$ cat src/rtl/instruction_fetch_unit.sv
// rtl/instruction_fetch_unit.sv - fetch stage: PC, instruction memory address, IF/ID output register
module instruction_fetch_unit #(
  parameter int unsigned     XLEN         = 64,
  parameter int unsigned     ILEN         = 32,
  parameter logic [XLEN-1:0] RESET_VECTOR = '0,
  parameter int unsigned     PC_STEP      = 4
) (
  input  logic            clk_i,
  input  logic            rst_ni,
  output logic [XLEN-1:0] mem_address_o,
  input  logic [ILEN-1:0] mem_instruction_i,
  input  logic            redirect_i,
  input  logic [XLEN-1:0] redirect_target_i,
  input  logic            halt_i,
  input  logic            out_ready_i,
  output logic            out_valid_o,
  output logic [ILEN-1:0] out_instruction_o,
  output logic [XLEN-1:0] out_pc_o,
  output logic [XLEN-1:0] out_pc_next_o,
  output logic            fault_o,
  output logic [XLEN-1:0] fault_pc_o,
  output logic [31:0]     fetch_count_o
);

  localparam logic [XLEN-1:0] PcStep = XLEN'(PC_STEP);

  // BOOT is a single bubble cycle after reset; FAULT is terminal until reset
  typedef enum logic [1:0] {
    ST_BOOT  = 2'd0,
    ST_RUN   = 2'd1,
    ST_FAULT = 2'd2
  } state_e;

  state_e          state_q, state_d;
  logic [XLEN-1:0] pc_q, pc_d;
  logic            out_valid_q, out_valid_d;
  logic [ILEN-1:0] out_instruction_q, out_instruction_d;
  logic [XLEN-1:0] out_pc_q, out_pc_d;
  logic [XLEN-1:0] out_pc_next_q, out_pc_next_d;
  logic            fault_q, fault_d;
  logic [XLEN-1:0] fault_pc_q, fault_pc_d;
  logic [31:0]     fetch_count_q, fetch_count_d;

  logic [XLEN-1:0] pc_plus_step;
  logic            handshake;
  logic            redirect_misaligned;
  logic            can_advance;

  // Shared decode of the current-cycle conditions; PC increment wraps modulo 2^XLEN
  always_comb begin
    pc_plus_step        = pc_q + PcStep;
    handshake           = out_valid_q & out_ready_i;
    redirect_misaligned = redirect_i & (redirect_target_i[1:0] != 2'b00);
    can_advance         = ~out_valid_q | out_ready_i;
  end

  // Next-state logic, priority: misaligned redirect, redirect, halt, advance, stall
  always_comb begin
    state_d           = state_q;
    pc_d              = pc_q;
    out_valid_d       = out_valid_q;
    out_instruction_d = out_instruction_q;
    out_pc_d          = out_pc_q;
    out_pc_next_d     = out_pc_next_q;
    fault_d           = fault_q;
    fault_pc_d        = fault_pc_q;
    fetch_count_d     = fetch_count_q;

    unique case (state_q)
      ST_BOOT: begin
        state_d = ST_RUN;
      end

      ST_RUN: begin
        // A handshake is consumed by decode regardless of what else happens this edge
        if (handshake) begin
          fetch_count_d = fetch_count_q + 32'd1;
        end

        if (redirect_misaligned) begin
          fault_d     = 1'b1;
          fault_pc_d  = redirect_target_i;
          out_valid_d = 1'b0;
          state_d     = ST_FAULT;
        end else if (redirect_i) begin
          pc_d        = redirect_target_i;
          out_valid_d = 1'b0;
        end else if (halt_i) begin
          if (handshake) begin
            out_valid_d = 1'b0;
          end
        end else if (can_advance) begin
          out_instruction_d = mem_instruction_i;
          out_pc_d          = pc_q;
          out_pc_next_d     = pc_plus_step;
          out_valid_d       = 1'b1;
          pc_d              = pc_plus_step;
        end
      end

      ST_FAULT: begin
        out_valid_d = 1'b0;
      end

      default: begin
        state_d = ST_BOOT;
      end
    endcase
  end

  // Single state register for the FSM and all registered outputs
  always_ff @(posedge clk_i or negedge rst_ni) begin
    if (!rst_ni) begin
      state_q           <= ST_BOOT;
      pc_q              <= RESET_VECTOR;
      out_valid_q       <= 1'b0;
      out_instruction_q <= '0;
      out_pc_q          <= '0;
      out_pc_next_q     <= '0;
      fault_q           <= 1'b0;
      fault_pc_q        <= '0;
      fetch_count_q     <= '0;
    end else begin
      state_q           <= state_d;
      pc_q              <= pc_d;
      out_valid_q       <= out_valid_d;
      out_instruction_q <= out_instruction_d;
      out_pc_q          <= out_pc_d;
      out_pc_next_q     <= out_pc_next_d;
      fault_q           <= fault_d;
      fault_pc_q        <= fault_pc_d;
      fetch_count_q     <= fetch_count_d;
    end
  end

  // Memory address is the live PC, with no extra register stage
  always_comb begin
    mem_address_o     = pc_q;
    out_valid_o       = out_valid_q;
    out_instruction_o = out_instruction_q;
    out_pc_o          = out_pc_q;
    out_pc_next_o     = out_pc_next_q;
    fault_o           = fault_q;
    fault_pc_o        = fault_pc_q;
    fetch_count_o     = fetch_count_q;
  end

endmodule

$ cat config.mk
export PLATFORM = sky130hd
export DESIGN_NAME = instruction_fetch_unit
export DESIGN_NICKNAME = d
export VERILOG_FILES = /design/src/rtl/instruction_fetch_unit.sv
export SDC_FILE = /design/constraint.sdc
export NUM_CORES = 1
export LEC_CHECK = 0
export ABC_AREA = 1
export CORE_MARGIN = 4
export CORE_UTILIZATION = 25
export DETAILED_ROUTE_END_ITERATION = 8
export PLACE_DENSITY = 0.47
export SYNTH_ARGS = -nofsm -noshare
export SYNTH_HDL_FRONTEND = slang
export SYNTH_SLANG_ARGS = --single-unit
$ cat constraint.sdc
create_clock -name clk_i -period 4 [get_ports clk_i]
set_input_delay 1 -clock clk_i [delete_from_list [all_inputs] [get_ports clk_i]]
set_output_delay 1 -clock clk_i [all_outputs]
set_load 0.02 [all_outputs]
=== Yosys cells after proc, flatten, opt, wreduce, memory -nomap -nowiden ===
Cells that the tools add are included.

* Register bits after elaboration: 324
* Input port bits: 101
* Output and inout port bits: 322
* Word-level logic and storage cells: 46

* Add/subtract/negate cells: 2
* Eq/ne operators: 6
* Muxes and demuxes: 11
* Bitwise logic cells: 8
* Reductions and logical operators: 10

{| class="wikitable"
|+ Operators by type and width
! operator !! number
|-
| $mux 64 || 3
|-
| $add 64x3->64 const B || 1
|-
| $add 32x1->32 const B || 1
|-
| $ne 5x5->1 const B || 2
|-
| $pmux 2 s3 || 1
|-
| $reduce_and 2->1 || 3
|-
| $reduce_bool 2->1 || 3
|-
| $mux 1 || 5
|-
| $not 1->1 || 5
|-
| $reduce_and 5->1 || 1
|-
| $ne 2x2->1 const B || 2
|-
| $reduce_and 4->1 || 1
|-
| $reduce_and 3->1 || 1
|-
| $and 1x1->1 || 2
|-
| $eq 2x1->1 const B || 1
|-
| $eq 2x2->1 const B || 1
|-
| $logic_not 2->1 || 1
|-
| $mux 2 || 1
|-
| $pmux 1 s2 || 1
|-
| $or 1x1->1 || 1
|}

=== Longest topological paths before layout ===
Gate-level depths: netlist (run 1).

* Word-level depth: 7
* Gate-level depth with buffers: 11
* Mapped depth without buffers: 11

=== Worst setup path after synthesis (run 1) ===
OpenSTA, ideal clock, no wires.

* Kind: input-to-reg
* Start: input port redirect_i
* End: register pc_q[23] (netlist: mem_address_o[23])
* Setup time: 0.066 ns
* Arrival time: 2.122 ns
* Data required time: 3.934 ns
* Setup slack: 1.812 ns
* Stages on the path: 10
* Path buffers: 2
* Cells stage by stage: buf_2 inv_2 nand2_1 nand2_2 nor3b_4 inv_2 buf_2 a21oi_1 o21ai_1 nand2_1

* Word-level cells in the longest chain between the ends: 3
* Elaborated cells between the ends (all ways): 6
* Those cells by class: 1 x eq/ne; 1 x mux; 2 x bitwise; 2 x reduce/logical

{| class="wikitable"
|+ Ends and longest elaborated chain
! item !! line !! text
|-
| start: declaration || 12 || <nowiki>input logic redirect_i,</nowiki>
|-
| $and 1x1->1 || 53 || <nowiki>redirect_misaligned = redirect_i & (redirect_target_i[1:0] != 2'b00);</nowiki>
|-
| $not 1->1 (no line) || -- ||
|-
| $reduce_and 4->1 (no line) || -- ||
|-
| end signal: assignment || 125 || <nowiki>pc_q <= pc_d;</nowiki>
|-
| end: declaration || 35 || <nowiki>logic [XLEN-1:0] pc_q, pc_d;</nowiki>
|}

Several ways; a longest one is shown, not always the timed one.
A chain may end at the register's enable or synchronous reset.

=== Final worst setup path (run 1) ===
* Start: register pc_q[20] (netlist: mem_address_o[20])
* End: output port mem_address_o[20]

{| class="wikitable"
|+ RTL lines
! item !! line !! text
|-
| end: declaration || 10 || <nowiki>output logic [XLEN-1:0] mem_address_o,</nowiki>
|}

No word-level cell between the ends.

==> results of run 1 <==
[worst min-delay path, stage by stage, from the launching register on]
cell	delay, ns
dfrtp_1	0.33
nand2_1	0.05
nand2_1	0.06
[cell type report]
class / count / share of cell area (%)
Sequential cell: 322 / 36.8
Multi-Input combinational cell: 1393 / 28.7
Timing Repair Buffer: 439 / 20.2
Clock buffer: 53 / 5.08
Tap cell: 782 / 4.47
Inverter: 184 / 3.18
Clock inverter: 18 / 1.51
[worst paths after layout]
check / depth (start not counted) / slack [ns] / to / startpoint
setup / recovery: 1 / 1.16 / mem_address_o[20] / mem_address_o[20]
hold / removal: 2 / 0.47 / out_instruction_o[10] / out_instruction_o[10]
setup reg to reg: 10 / 1.34 / mem_address_o[60] / mem_address_o[2]
hold reg to reg: 2 / 0.47 / out_instruction_o[10] / out_instruction_o[10]
max in group asynchronous: 2 / 2.59 / out_pc_next_o[30] / rst_ni
min in group asynchronous: 1 / 0.51 / out_instruction_o[6] / rst_ni
[kinds of logic after synthesis]
kind of cell / after synthesis / synth area share [%]
AND/OR/NAND/NOR: 1062 / 27.7
flip-flops: 322 / 52.5
AO/OA/AOI/OAI: 267 / 9.15
buffers and inverters: 263 / 6.70
XOR/XNOR: 50 / 2.86
multiplexers: 12 / 0.881
adder cells (fa/ha/maj): 2 / 0.163
[metrics by stage]
stage / worst slack, ns / instance area (µm²) / total power, mW / std cells / util [%]
after floorplan: 1.81 / 15300 / 9.58 / 1978 / -
after global placement: 0.845 / 20400 / 14.0 / 3120 / 33.7
after detailed placement: 0.778 / 20400 / 14.0 / 3120 / 33.7
after CTS: 1.09 / 21900 / 18.2 / 3191 / 36.1
after global routing: 1.08 / 21900 / 19.1 / 3191 / 36.1
final: 1.16 / 21900 / 17.9 / 3191 / 36.1
[per-layer routing]
layer | GRT usage (%) | vias to the layer above | wire length (µm)
met5 | 0 | - | 0
met4 | 5.88 | 0 | 2050
met3 | 6.04 | 102 | 5070
met2 | 31.3 | 444 | 29900
met1 | 25.5 | 6927 | 28600
li1 | - | 7021 | -
[cells in the final DEF, fill, tap and decap left out, types with 30 or more instances in the layout]
cell	instances
clkdlybuf4s50_1	420
o21ai_0	150
nor2_1	168
inv_1	181
nand3_1	63
xor2_1	40
dfrtp_1	322
a21oi_1	53
nand2_1	769
clkbuf_16	41
o21ai_1	30
[report_power, final]
group / internal [mW] / switching (mW) / leakage, nW
Sequential: 4.62 / 1.25 / 4.05
Combinational: 3.34 / 4.69 / 5.28
Clock: 2.54 / 1.51 / 0.695
Total: 10.5 / 7.45 / 10.0
[registers in the layout, summed over array words and instances, names as in the netlist]
signal	flops
out_instruction_o	32
out_pc_next_o	62
out_pc_o	64
state_q	2
out_valid_o	1
fault_pc_o	64
fetch_count_o	32
fault_o	1
mem_address_o	64
==> flow_summary_export.csv, run 1 <==
group,metric,value,unit
detailed_routing,drt_first_pass_iters,7,
setup_path,crit_arrival,1.84,ns
sta,fin_tns_setup,0,ns
place,routabilityCongestion,0.885,
setup_path,cp_cell_sequence,"clkdlybuf4s50_1",
detailed_routing,drc,0,
die,rows,90,
clock_network,cts_tree,"built",
die,pin_count,423,
yosys,ys_seq_elements,322,
setup_path,critical_path_class,"reg -> out",
place,port_buffers,422,
clock_network,cts_setup_buffers,0,
die,core_region_area,60600,µm²
global_route,grt_pass1_vias,14500,
setup_path,path_max_fanout,6,
sta,setup_viol,0,
yosys,synth_cells,1978,
setup_path,cpPeakStageDelay,0.73,ns
final_layout,multi_input_comb_area,6270,µm²
clock_network,root_buffer,"clkbuf_16",
clock_network,clock_latency,0.56,ns
clock_network,ctsHoldBuffers,0,
die,initial_core_util,25.3,%
final_layout,diodes,0,
sta,worst_slew_pin_slew,1.08,ns
run_status,status,"finished, final reports clean",
setup_path,endpoint_kind,"output pin",
detailed_routing,via_count,14500,
global_route,antenna_found_initial,0,
sta,skew,0.0193,ns
place,dpl.hpwl,49400,µm
final_layout,fill_cells,6359,
detailed_routing,postRouteAntennaNets,0,
final_layout,syn2layout_area_growth,42.6,%
sta,fmaxAchievable,352,MHz
detailed_routing,wl_per_cell,20.6,µm
clock_network,cts-resized-gates,0,
yosys,netlist_top_cells_count,"nand2_1 (770), dfrtp_1 (322), inv_1 (181)",
final_layout,final_nets,2484,
sta,hold_slack,0.475,ns
detailed_routing,drtIter0Drc,1084,
yosys,avgSynthCellArea,7.75,µm²
global_route,overflow,0,
clock_network,clock_sinks,322,
clock_network,cts-htree-levels,2,
run,drv_cap,0,
power,p_leak,10.0,nW
yosys,synth_edf_count,0,
detailed_routing,drt-total-wl,65600,µm
power,cellPowerDensity,821,nW/µm²
setup_path,slowest_stage,"clkdlybuf4s50_1",
yosys,netlist_top_cells_area,"dfrtp_1 (53%), nand2_1 (19%), o21ai_0 (4.9%)",
setup_path,critPathRequiredTime,3.00,ns
sta,min_period,2.84,ns
clock_network,path_clk_slew,0.05,ns
yosys,yosysTopAreaCell,"dfrtp_1",
setup_path,cp_top_family,"buffers and inverters",
final_layout,ff_latch_area,8060,µm²
sta,report.final.slew_viol_count,0,
yosys,async_flop_share,100,%
yosys,ys.flop_type,"dfrtp_1",
sta,rsz0062_at_grt,"no",
hold_path,hp-class,"reg -> reg",
global_route,groute.usage.overall,19.6,%
global_route,grt_first_pass_wirelength,98000,µm
detailed_routing,via_per_inst,4.54,
yosys,yosys_warnings,0,
power,ir_drop,0.324,mV
clock_network,clockBufferDepth,3,
yosys,synth_fp_nets,2081,
sta,fin_crit_sh,70.9,%
sta,relSlewSlack,28.0,%
yosys,synth_seq_area_share,52.5,%
sta,hold_viol,0,
die,die_h,256,µm
clock_network,cts_buffers,41,
yosys,yosys.cell_types.count,33,
setup_path,start_kind,"register",
setup_path,path_buf_inv,1,
yosys,synth_most_common_cell,"nand2_1",
yosys,syn_area,15300,µm²
global_route,grt_max_degree,211,
die,die_x,256,µm
final_layout,layout-drive-gt1-share,4.98,%
die,die_area,65400,µm²
yosys,synth_top_area_share,52.5,%
Power figures use the tool's default switching activity.
==> run 2, diff against run 1 <==
clock period = 2.8 ns   (was 4 ns; I/O delays follow)
==> run 2 against run 1 <==
- die area unchanged
- total power is 43% higher
- sequential cell count unchanged
- non-clock buffer count increased by 40
- clock power rose by 34%
- register-to-register slack got worse by 0.85 ns
- first-iteration DRC count rose by 1.3%
- critical endpoint unchanged
- critical path depth rose by 1
- worst setup slack got worse by 0.94 ns
==> flow_summary_export.csv, run 2 (synthesized netlist as in run 1, its figures left out) <==
group,metric,value,unit
die,pin_count,423,
place,port_buffers,422,
detailed_routing,drtIter0Drc,1098,
detailed_routing,via_per_inst,4.51,
sta,report.final.slew_viol_count,0,
global_route,overflow,0,
clock_network,ctsHoldBuffers,0,
final_layout,layout-drive-gt1-share,6.69,%
die,initial_core_util,25.3,%
setup_path,start_kind,"register",
setup_path,path_max_fanout,4,
final_layout,fill_cells,6314,
clock_network,cts_tree,"built",
detailed_routing,drt-total-wl,65000,µm
global_route,grt_max_degree,69,
final_layout,layout_commonest_cell,"nand2_1",
clock_network,cts-htree-levels,2,
final_layout,fin_cells,3233,
clock_network,clockBufferDepth,3,
detailed_routing,via_count,14600,
clock_network,clock_latency,0.57,ns
sta,fin_crit_sh,91.9,%
sta,rsz0062_at_grt,"no",
power,ir_drop,0.496,mV
sta,postLayoutSetupSlackWorst,0.226,ns
power,p_leak,10.3,nW
detailed_routing,postRouteAntennaNets,0,
sta,skew,0.0232,ns
global_route,grt_first_pass_wirelength,97500,µm
sta,min_period,2.57,ns
sta,relSlewSlack,40.4,%
clock_network,cts_setup_buffers,0,
power,cellPowerDensity,1150,nW/µm²
place,place_ws,-0.0282,ns
clock_network,root_buffer,"clkbuf_16",
global_route,grt_pass1_vias,14700,
clock_network,cts_buffers,41,
sta,hold_viol,0,
die,rows,90,
die,core_region_area,60600,µm²
clock_network,clock_sinks,322,
final_layout,final_nets,2524,
final_layout,diodes,0,
setup_path,endpoint_kind,"output pin",
setup_path,critical_path_class,"reg -> out",
run,drv_cap,0,
clock_network,cts-resized-gates,0,
hold_path,hp-class,"in -> async",
final_layout,layout_common_cells,"nand2_1 (769), clkdlybuf4s50_1 (420), dfrtp_1 (322), inv_1 (181), nor2_1 (168)",
setup_path,crit_arrival,1.87,ns
detailed_routing,wl_per_cell,20.1,µm
run_status,status,"finished, final reports clean",
sta,worst_slew_pin_slew,0.894,ns
clock_network,path_clk_slew,0.05,ns
final_layout,ff_latch_area,8060,µm²
final_layout,syn2layout_area_growth,45.0,%
detailed_routing,drc,0,
die,die_h,256,µm
die,die_area,65400,µm²
place,dp_cells,3160,
detailed_routing,drt_first_pass_iters,6,
setup_path,critPathRequiredTime,2.10,ns
place,dpl.hpwl,50600,µm
sta,fmaxAchievable,388,MHz
global_route,groute.usage.overall,19.5,%
place,routabilityCongestion,0.884,
final_layout,multi_input_comb_area,6270,µm²
die,die_x,256,µm
global_route,antenna_found_initial,0,
sta,setup_viol,0,
-- run 2: cell types whose count changed in the layout (fill, tap and decap cells not counted), sizes merged --
cell      change
clkbuf        +9
clkinvlp      -2
buf          +40
clkinv        +2
bufinv        -7
-- run 2: path summary, 6_finish.rpt --
check                                   from                    to  slack (ns)  cells after the start
setup reg to reg            mem_address_o[8]     mem_address_o[44]        0.49                      9
max in group asynchronous             rst_ni     fetch_count_o[30]        1.86                      2
hold / removal                        rst_ni  out_instruction_o[5]        0.12                      1
min in group clk_i                   fault_o               fault_o        0.47                      2
hold reg to reg                      fault_o               fault_o        0.47                      2
setup / recovery           mem_address_o[20]     mem_address_o[20]        0.23                      2
-- run 2: routing by layer --
metal	global-route usage, %	up-vias	routed length [µm]
met4	4.14	0	1140
li1	-	7103	-
met2	32.6	443	30700
met1	25.8	6981	29000
met5	0	-	0
met3	4.56	65	4140
-- run 2: stage by stage --
stage	cell area, µm²	util, %	hold slack (ns)	power [mW]	setup TNS, ns
2_1_floorplan	15300	-	0.404	13.7	0
3_3_place_gp	20900	34.4	0.455	20.3	0
3_5_place_dp	20900	34.4	0.459	20.4	-0.117
4_1_cts	22200	36.7	0.105	26.0	0
5_1_grt	22200	36.7	0.144	27.2	0
6_report	22200	36.7	0.116	25.6	0
-- run 2: area by class of cell --
| type | instances | share of cell area (%) |
|---|---|---|
| multi-input cells | 1393 | 28.2 |
| repair buffers | 479 | 21.8 |
| flip-flops and latches | 322 | 36.2 |
| inverters | 184 | 3.12 |
| clock inverters | 11 | 0.501 |
| clock buffers | 62 | 5.74 |
| well taps | 782 | 4.40 |
-- run 2: where the power goes --
group / total, mW / internal, mW / leakage (nW) / switching, mW
Sequential: 8.37 / 6.61 / 4.05 / 1.76
Combinational: 11.8 / 5.02 / 5.53 / 6.79
Clock: 5.43 / 3.32 / 0.691 / 2.11
Total: 25.6 / 14.9 / 10.3 / 10.7
-- run 2: critical path, cell delays in order (launching register included) --
cell and delay [ns]:
dfrtp_1 0.46, buf_4 0.20, clkdlybuf4s50_1 0.66
==> run 3, diff against run 2 <==
ABC_AREA = unset   (was 1)
==> run 3 against run 2 <==
- total power up 4.3%
- combinational power up 10%
- design area about the same
- synthesized cell count down 23%
- register-to-register slack worse by 0.23 ns
- clock-buffer cell count down 3
- hold slack worse by 0.021 ns
- sequential share of layout area about the same
- critical path type unchanged
- critical endpoint is now mem_address_o[43]
- largest cell class unchanged
- highest routed layer unchanged
==> flow_summary_export.csv, run 3 <==
group,metric,value,unit
hold_path,hp-class,"in -> async",
power,switching_share,41.1,%
yosys,yosys.cell_types.count,67,
die,rows,89,
yosys,ys.flop_type,"dfrtp_1",
final_layout,design_area,22200,µm²
yosys,synth_top_area_share,53.4,%
yosys,async_flop_share,100,%
final_layout,syn2layout_area_growth,47.4,%
power,p_leak,9.53,nW
detailed_routing,drc,0,
final_layout,final_nets,2098,
power,ir_drop,0.695,mV
setup_path,rrSetupSlack,0.26,ns
setup_path,reg2reg_depth,7,
yosys,synth_top_family_by_area,"simple AND/OR/NAND/NOR gates",
setup_path,slowest_stage,"clkdlybuf4s50_1",
place,placed_area,20800,µm²
setup_path,endpoint,"mem_address_o[43]",
power,power_frac_comb,48.8,%
detailed_routing,via_count,13600,
sta,hold_slack,0.0948,ns
run_status,status,"finished, final reports clean",
yosys,synth_seq_area_share,53.4,%
yosys,synth_compound_area_share,8.66,%
setup_path,critical_path_class,"reg -> out",
power,switching_power,11.0,mW
setup_path,cp_top_family,"buffers and inverters",
place,routabilityCongestion,0.884,
yosys,synthAdderAreaFrac,0.166,%
sta,fmaxAchievable,376,MHz
sta,skew,0.0142,ns
sta,report.final.slew_viol_count,0,
detailed_routing,via_per_inst,4.86,
sta,min_period,2.66,ns
power,cellPowerDensity,1200,nW/µm²
sta,worst_slew_pin_slew,0.883,ns
global_route,grt_pass1_vias,13500,
yosys,synth_edf_count,0,
detailed_routing,drt-total-wl,63300,µm
global_route,grt_first_pass_wirelength,91800,µm
die,pin_count,423,
sta,hold_viol,0,
setup_path,cpPeakStageDelay,0.61,ns
clock_network,clockBufferDepth,3,
final_layout,layout-drive-gt1-share,14.3,%
sta,relSlewSlack,41.1,%
final_layout,layout_common_cells,"clkdlybuf4s50_1 (420), nand2_1 (380), dfrtp_1 (322), buf_4 (104), nand3_1 (88)",
sta,setup_viol,0,
clock_network,cts-htree-levels,2,
sta,postLayoutSetupSlackWorst,0.139,ns
clock_network,cts-resized-gates,0,
yosys,synth_mux_area_share,6.08,%
detailed_routing,wl_per_cell,22.6,µm
yosys,netlist_top_cells_area,"dfrtp_1 (53%), nand2_1 (9.5%), mux2_2 (5.1%)",
setup_path,path_max_fanout,6,
global_route,grt_max_degree,78,
sta,fin_crit_sh,95.0,%
final_layout,layout_commonest_cell,"clkdlybuf4s50_1",
yosys,synth_most_common_cell,"nand2_1",
final_layout,diodes,0,
power,power,26.7,mW
die,die_x,254,µm
setup_path,path_buf_inv,2,
power,clkPwrFrac,20.5,%
clock_network,cts_buffers,42,
clock_network,cts_tree,"built",
setup_path,start_kind,"register",
yosys,ys_seq_elements,322,
sta,fin_tns_setup,0,ns
place,place_ws,0.0411,ns
final_layout,fill_cells,5958,
die,initial_core_util,25.4,%
die,die_h,254,µm
setup_path,startpoint,"mem_address_o[43]",
setup_path,cp_num_cells,2,
setup_path,endpoint_kind,"output pin",
global_route,groute.usage.overall,19.0,%
place,dp_cells,2724,
detailed_routing,postRouteAntennaNets,0,
final_layout,fin_cells,2798,
clock_network,path_clk_slew,0.06,ns
setup_path,critPathRequiredTime,2.10,ns
global_route,antenna_found_initial,0,
die,die_area,64300,µm²
global_route,overflow,0,
yosys,yosys_warnings,0,
clock_network,cts_setup_buffers,0,
yosys,synth_xor_area_share,3.83,%
clock_network,root_buffer,"clkbuf_16",
clock_network,clock_latency,0.56,ns
place,port_buffers,422,
final_layout,fin_util,37.5,%
sta,rsz0062_at_grt,"no",
setup_path,r2r_end,"out_pc_next_o[46]",
power,seqPwrFrac,30.7,%
clock_network,clock_sinks,322,
final_layout,ff_latch_area,8060,µm²
yosys,synth-simple-area-share,24.4,%
setup_path,cp_cell_sequence,"buf_4 -> clkdlybuf4s50_1",
detailed_routing,drt_first_pass_iters,5,
die,core_region_area,59400,µm²
yosys,yosysTopAreaCell,"dfrtp_1",
final_layout,multi_input_comb_area,6540,µm²
yosys,synth_fp_nets,1625,
yosys,syn_area,15100,µm²
detailed_routing,drtIter0Drc,1056,
power,internal-power,15.7,mW
place,dpl.hpwl,47700,µm
setup_path,timing.rr.start,"mem_address_o[2]",
yosys,netlist_top_cells_count,"nand2_1 (381), dfrtp_1 (322), nand3_1 (88)",
setup_path,crit_arrival,1.96,ns
yosys,synth_cells,1522,
yosys,avgSynthCellArea,9.91,µm²
clock_network,ctsHoldBuffers,0,
run,drv_cap,0,
[run 3: power groups by stage]
stage	combinational, mW	sequential, mW	clock, mW
floorplan	3.84	10.4	0
global placement	13.1	8.22	0
detailed placement	13.1	8.28	0
CTS	13.2	8.23	5.63
global route	13.9	8.49	5.80
finish	13.0	8.21	5.46
[run 3: area by class of cell]
| class | count | share of cell area, % |
|---|---|---|
| Sequential cell | 322 | 36.2 |
| Multi-Input combinational cell | 1081 | 29.4 |
| Timing Repair Buffer | 538 | 23.6 |
| Clock buffer | 59 | 5.47 |
| Tap cell | 773 | 4.35 |
| Clock inverter | 15 | 0.760 |
| Inverter | 10 | 0.169 |
[run 3: worst register-to-register path, cell delays in order (launching register included)]
cell and delay (ns):
dfrtp_1 0.53, ha_1 0.25, nand4_2 0.25, nor4_2 0.35, buf_4 0.18, nand4b_1 0.35, or3_1 0.47, nand3_1 0.10
[run 3: how the worst min path moves through the flow]
stage	startpoint	to	slack, ns
6_report	rst_ni	fault_pc_o[8]	0.09
5_1_grt	rst_ni	fault_pc_o[28]	0.10
4_1_cts	rst_ni	fault_pc_o[28]	0.08
3_5_place_dp	out_instruction_o[15]	out_instruction_o[15]	0.46
3_3_place_gp	out_instruction_o[28]	out_instruction_o[28]	0.46
2_1_floorplan	rst_ni	fault_o	0.40
[run 3: layer usage]
layer  global-route usage, %  routed length (µm)  vias up
li1                        -                   -     6301
met1                    25.9               27900     6715
met2                    29.8               28900      497
met3                    4.85                4560       96
met4                    5.67                1850        0
met5                       0                   0        -
[run 3: cells by family (layout without fill, tap and decap cells)]
| kind of cell | after synthesis | in the layout |
|---|---|---|
| and+or+nand+nor | 730 | 730 |
| DFF | 322 | 322 |
| AOI/OAI and AO/OA | 200 | 200 |
| buffers and inverters | 119 | 622 |
| muxes | 83 | 83 |
| xor gates and xnor gates | 66 | 66 |
| adders and majority gates | 2 | 2 |
